--- config.mk ---
export PLATFORM = sky130hd
export DESIGN_NAME = reg_file_2r1w_flat
export DESIGN_NICKNAME = d
export VERILOG_FILES = /design/src/rtl/reg_file_2r1w_if.sv /design/src/rtl/reg_file_2r1w.sv /design/src/flat_wrapper.sv
export SDC_FILE = /design/constraint.sdc
export NUM_CORES = 1
export LEC_CHECK = 0
export CAP_MARGIN = 40
export CORE_MARGIN = 2
export CORE_UTILIZATION = 40
export CTS_CLUSTER_DIAMETER = 60
export DETAILED_ROUTE_END_ITERATION = 16
export SYNTH_ARGS = -nofsm -noshare
export SYNTH_HDL_FRONTEND = slang
export SYNTH_SLANG_ARGS = --single-unit
--- constraint.sdc ---
create_clock -name clk -period 2.1 [get_ports clk]
set_input_delay 0.525 -clock clk [delete_from_list [all_inputs] [get_ports clk]]
set_output_delay 0.525 -clock clk [all_outputs]
set_load 0.005 [all_outputs]
--- src/rtl/reg_file_2r1w_if.sv ---
// Bus bundle for reg_file_2r1w: one write port and two independent read ports.
// The master drives addresses/write data; the register bank (slave) returns read data and valid flags.
interface reg_file_2r1w_if #(
    parameter int DATA_W = 8,
    parameter int ADDR_W = 2
);
    logic              wr_en;
    logic [ADDR_W-1:0] wr_addr;
    logic [DATA_W-1:0] wr_data;
    logic [ADDR_W-1:0] rd_addr_a;
    logic [DATA_W-1:0] rd_data_a;
    logic              rd_vld_a;
    logic [ADDR_W-1:0] rd_addr_b;
    logic [DATA_W-1:0] rd_data_b;
    logic              rd_vld_b;

    modport master (
        output wr_en, wr_addr, wr_data, rd_addr_a, rd_addr_b,
        input  rd_data_a, rd_vld_a, rd_data_b, rd_vld_b
    );

    modport slave (
        input  wr_en, wr_addr, wr_data, rd_addr_a, rd_addr_b,
        output rd_data_a, rd_vld_a, rd_data_b, rd_vld_b
    );
endinterface

--- src/rtl/reg_file_2r1w.sv ---
// reg_file_2r1w: NUM_REGS x DATA_W register bank, one synchronous write port, two combinational
// read ports with write-first forwarding and per-register valid flags. Macro REG_ZERO_EN hardwires r0.
module reg_file_2r1w #(
    parameter int                DATA_W    = 8,
    parameter int                NUM_REGS  = 4,
    parameter logic [DATA_W-1:0] RESET_VAL = {DATA_W{1'b0}}
) (
    input logic            clk,
    input logic            rst,
    reg_file_2r1w_if.slave bus
);
    localparam int              ADDR_W    = $clog2(NUM_REGS);
    localparam logic [ADDR_W:0] REG_COUNT = (ADDR_W+1)'(NUM_REGS);
`ifdef REG_ZERO_EN
    localparam bit ZERO_EN = 1'b1;
`else
    localparam bit ZERO_EN = 1'b0;
`endif

    logic [DATA_W-1:0]   mem [NUM_REGS];
    logic [NUM_REGS-1:0] valid;
    logic                wr_hit;

    // Extra top bit keeps the compare meaningful when NUM_REGS is a power of two.
    function automatic logic in_range(input logic [ADDR_W-1:0] addr);
        return {1'b0, addr} < REG_COUNT;
    endfunction

    function automatic logic is_zero_reg(input logic [ADDR_W-1:0] addr);
        return ZERO_EN && (addr == '0);
    endfunction

    // A write only counts when it will really land; reset discards it, and it is not forwarded.
    assign wr_hit = bus.wr_en && !rst && in_range(bus.wr_addr) && !is_zero_reg(bus.wr_addr);

    always_ff @(posedge clk) begin
        if (rst) begin
            for (int i = 0; i < NUM_REGS; i++) begin
                mem[i] <= RESET_VAL;
            end
            valid <= '0;
        end else if (wr_hit) begin
            mem[bus.wr_addr]   <= bus.wr_data;
            valid[bus.wr_addr] <= 1'b1;
        end
    end

    always_comb begin
        bus.rd_data_a = '0;
        bus.rd_vld_a  = 1'b0;
        if (is_zero_reg(bus.rd_addr_a)) begin
            bus.rd_vld_a = 1'b1;
        end else if (in_range(bus.rd_addr_a)) begin
            if (wr_hit && (bus.wr_addr == bus.rd_addr_a)) begin
                bus.rd_data_a = bus.wr_data;
                bus.rd_vld_a  = 1'b1;
            end else begin
                bus.rd_data_a = mem[bus.rd_addr_a];
                bus.rd_vld_a  = valid[bus.rd_addr_a];
            end
        end
    end

    always_comb begin
        bus.rd_data_b = '0;
        bus.rd_vld_b  = 1'b0;
        if (is_zero_reg(bus.rd_addr_b)) begin
            bus.rd_vld_b = 1'b1;
        end else if (in_range(bus.rd_addr_b)) begin
            if (wr_hit && (bus.wr_addr == bus.rd_addr_b)) begin
                bus.rd_data_b = bus.wr_data;
                bus.rd_vld_b  = 1'b1;
            end else begin
                bus.rd_data_b = mem[bus.rd_addr_b];
                bus.rd_vld_b  = valid[bus.rd_addr_b];
            end
        end
    end
endmodule

--- src/flat_wrapper.sv ---
// flat-port wrapper written by rule: the top's interface ports become plain ports
module reg_file_2r1w_flat 
#(
    parameter int                DATA_W    = 8,
    parameter int                NUM_REGS  = 4,
    parameter logic [DATA_W-1:0] RESET_VAL = {DATA_W{1'b0}}
)
  (clk, rst, bus_wr_en, bus_wr_addr, bus_wr_data, bus_rd_addr_a, bus_rd_addr_b, bus_rd_data_a, bus_rd_vld_a, bus_rd_data_b, bus_rd_vld_b);
  reg_file_2r1w_if #(.DATA_W(DATA_W), .ADDR_W(2)) bus_i ();
  input logic clk;
  input logic rst;
  input wire logic [$bits(bus_i.wr_en)-1:0] bus_wr_en;
  input wire logic [$bits(bus_i.wr_addr)-1:0] bus_wr_addr;
  input wire logic [$bits(bus_i.wr_data)-1:0] bus_wr_data;
  input wire logic [$bits(bus_i.rd_addr_a)-1:0] bus_rd_addr_a;
  input wire logic [$bits(bus_i.rd_addr_b)-1:0] bus_rd_addr_b;
  output wire logic [$bits(bus_i.rd_data_a)-1:0] bus_rd_data_a;
  output wire logic [$bits(bus_i.rd_vld_a)-1:0] bus_rd_vld_a;
  output wire logic [$bits(bus_i.rd_data_b)-1:0] bus_rd_data_b;
  output wire logic [$bits(bus_i.rd_vld_b)-1:0] bus_rd_vld_b;
  assign bus_i.wr_en = bus_wr_en;
  assign bus_i.wr_addr = bus_wr_addr;
  assign bus_i.wr_data = bus_wr_data;
  assign bus_i.rd_addr_a = bus_rd_addr_a;
  assign bus_i.rd_addr_b = bus_rd_addr_b;
  assign bus_rd_data_a = bus_i.rd_data_a;
  assign bus_rd_vld_a = bus_i.rd_vld_a;
  assign bus_rd_data_b = bus_i.rd_data_b;
  assign bus_rd_vld_b = bus_i.rd_vld_b;
  reg_file_2r1w #(.DATA_W(DATA_W), .NUM_REGS(NUM_REGS), .RESET_VAL(RESET_VAL)) u_core (.clk(clk), .rst(rst), .bus(bus_i));
endmodule
==> summary.md <==
| Metric | Value |
|---|---|
| Failing checks | `negative setup slack` |
| CP Launch Type | `input port` |
| Cell count after placement | `around 260` |
| I/O Buffers | `34` |
| Yosys reg bits | `36` |
| Pin count of the biggest net entering global routing | `11` |
| Worst skew pair latency | `280 ps` |
| Reg2reg start | `u_core.valid[2]` |
| Clk_skew | `0 ps` |
| RePlAce Congestion | `about 0.76` |
| RSZ-0062 raised after global routing | `true` |
| Post-synthesis instance total | `approximately 140` |
| Worst path bufs/invs | `4` |
| I/O pins | `35` |
| Clock sink count | `36` |
| Residual DRC count | `0` |
| VDD IR-drop max | `around 0.39 mV` |
| Area Growth Syn to Fin | `47.9%` |
| Min Tclk post-route | `~2200 ps` |
| Placed Area | `2730 sq um` |
| Die height | `77.4 um` |
| Post-Syn Area per Cell | `approximately 16 sq um` |
| Status | `finished, violations left` |
| Die width | `slightly below 80 um` |
| Nets | `around 230` |
| Slowest CP cell | `mux4_2` |
| Final worst path period share | `1.06` |
| Tot Pwr | `0.00183 W` |
| Average wire per standard cell | `between 15 and 20 um` |
| Fin area | `3190 sq um` |
| Die ar. | `approximately 6000 sq um` |
| Via count | `roughly 1400` |
| Crit. Startpoint | `bus_rd_addr_b[0]` |
| Fillers | `between 400 and 500` |
| Initial DRC Count | `just under 70` |
| CTS tree | `yes` |
| Slew Limit Fails | `0` |
| Critical Path Sink Type | `output port` |
| Pleak | `about 1.3 nW` |
| First-pass GRT wire length | `8320 um` |
| CP Class | `input port to output port` |
| Clock Power Share | `0.251` |
| Diodes inserted | `0` |
| Max clock buf depth | `2` |
| MaxCap Viol Count | `0` |
| Non-filler cells, final | `between 200 and 300` |
| Gr usage total | `0.189` |
| Worst hold slack | `467 ps` |
| GR Overflow Total | `0` |
| DP HPWL | `roughly 3400 um` |
| Critical-path cell list | `buf_8 -> buf_16 -> buf_12 -> mux4_2 -> mux2_4 -> buf_6` |
| Worst EP arrival | `between 1500 and 2000 ps` |
| Worst-Margin Slew | `about 290 ps` |
| Root buf cell | `clkbuf_8` |
| Peak Freq | `about 450 MHz` |
| Internal Power | `around 0.0014 W` |
| Vias in the first global route | `around 1500` |
| Core footprint | `5140 sq um` |
| Worst Path Required | `between 1500 and 2000 ps` |
| Number of iterations in the first detailed-routing pass | `5` |
| Clk slew on worst S/H paths | `about 60 ps` |
| Switch share | `0.236` |
| Syn_nets | `~150` |
| CTS HTree Levels | `2` |
| Crit Path Max Fanout | `3` |
| Starting Density | `0.419` |
| Most frequent cells in the layout | `32 x and2_1, 32 x edfxtp_1, 28 x buf_6` |
| Slew headroom | `0.809` |
| Sequential power share | `0.468` |
| Final setup violating endpoints | `16` |
| Sw Pwr | `about 0.00043 W` |
| CTS Buf Count | `5` |
| Vias per Instance | `5.06` |
| Yosys cell types | `25` |
| Rows | `26` |
| ANT nets after route | `0` |
| CP peak stage delay | `490 ps` |
| Hold_sp | `u_core.valid[3]` |
| Yosys Warn Count | `0` |
| Synth Cell Area | `approximately 2200 sq um` |
| Pwr dens | `between 500 and 600 nW/um^2` |
| Share of layout cells above drive strength 1 | `0.553` |
| Delay-heaviest family, CP | `multiplexers` |
| Seq/Total Area, Yosys | `0.483` |
| Initial antenna violation count | `0` |
| Slack of the worst reg-to-reg path | `1520 ps` |
| Comb pwr share | `0.281` |
| Setup_tns | `-1510 ps` |
| Hold/Removal Path Class | `flop to flop` |
| Final worst setup slack | `-134 ps` |
| Hold Vio Cnt, Final | `0` |
| Total wire length | `5180 um` |
[cell type report]
cell class                 instances  area [sq um]  area share
multi-input combinational         91          1140       0.357
sequential                        36          1040       0.326
timing repair buffer              76           827       0.259
tap                               70          87.6      0.0275
clock buffer                       7          76.3      0.0239
inverter                           4          15.0     0.00471
clock inverter                     1          3.75     0.00118
[Yosys cell counts, drive strengths merged]
cell,count,area (sq um)
a21o,1,7.51
a21oi,1,5.00
and2,32,200
and3b,1,8.76
and4bb,1,12.5
buf,5,52.6
clkbuf,2,11.3
clkinv,1,3.75
dfxtp,4,80.1
edfxtp,32,961
inv,3,11.3
mux2,16,240
mux4,18,405
nand2,3,11.3
nand3,3,40.0
nor2,4,15.0
nor2b,1,13.8
nor4b,1,15.0
or2,3,18.8
xnor2,4,42.6
[per-layer routing]
metal | vias to the layer above | share of wire | track usage
met1 | 732 | 0.44 | 0.261
met2 | 26 | 0.51 | 0.309
met3 | 6 | 0.031 | 0.0349
li1 | 677 | - | -
met4 | 0 | 0.011 | 0.0482
met5 | - | 0 | 0
[kinds of logic (layout without fill, tap and decap cells)]
| group | Yosys count | count (layout) | synth area share |
|---|---|---|---|
| simple gates | 49 | 51 | 0.156 |
| flops | 36 | 36 | 0.483 |
| mux | 34 | 34 | 0.299 |
| buf+inv | 11 | 88 | 0.0366 |
| xor+xnor | 4 | 4 | 0.0197 |
| compound gates | 2 | 2 | 0.00580 |
[repair_timing]
action | 4_1_cts | 5_1_grt
gates resized for setup | 150 | 6
cloned | 4 | 0
buffers inserted | 15 | 0
hold buffers | 0 | 0
pin swaps | 6 | 3
setup endpoints to repair | 18 | 18
[state kept, by name, summed over array words and instances, names as in the netlist]
signal        cells
u_core.mem       32
u_core.valid      4
[worst paths after layout]
| check | cells past startpoint | end |
|---|---|---|
| min | 2 | u_core.valid[3] |
| max | 6 | bus_rd_data_b[4] |
| min reg2reg | 2 | u_core.valid[3] |
| max reg2reg | 1 | u_core.valid[2] |
[through the flow]
step	utilization	setup slack, ps
floorplan	-	141
global placement	0.532	-861
detailed placement	0.532	-878
CTS	0.619	-156
global route	0.620	-157
finish	0.620	-134
[power by group through the flow]
stage	sequential, W	clock, W	combinational, W
after global placement	0.000867	0	0.000421
after detailed placement	0.000871	0	0.000426
after global routing	0.000862	0.000505	0.000543
final	0.000856	0.000459	0.000514
after floorplan	0.000862	0	0.000225
after CTS	0.000856	0.000463	0.000515
No activity file was read; power rests on OpenSTA's default activity.
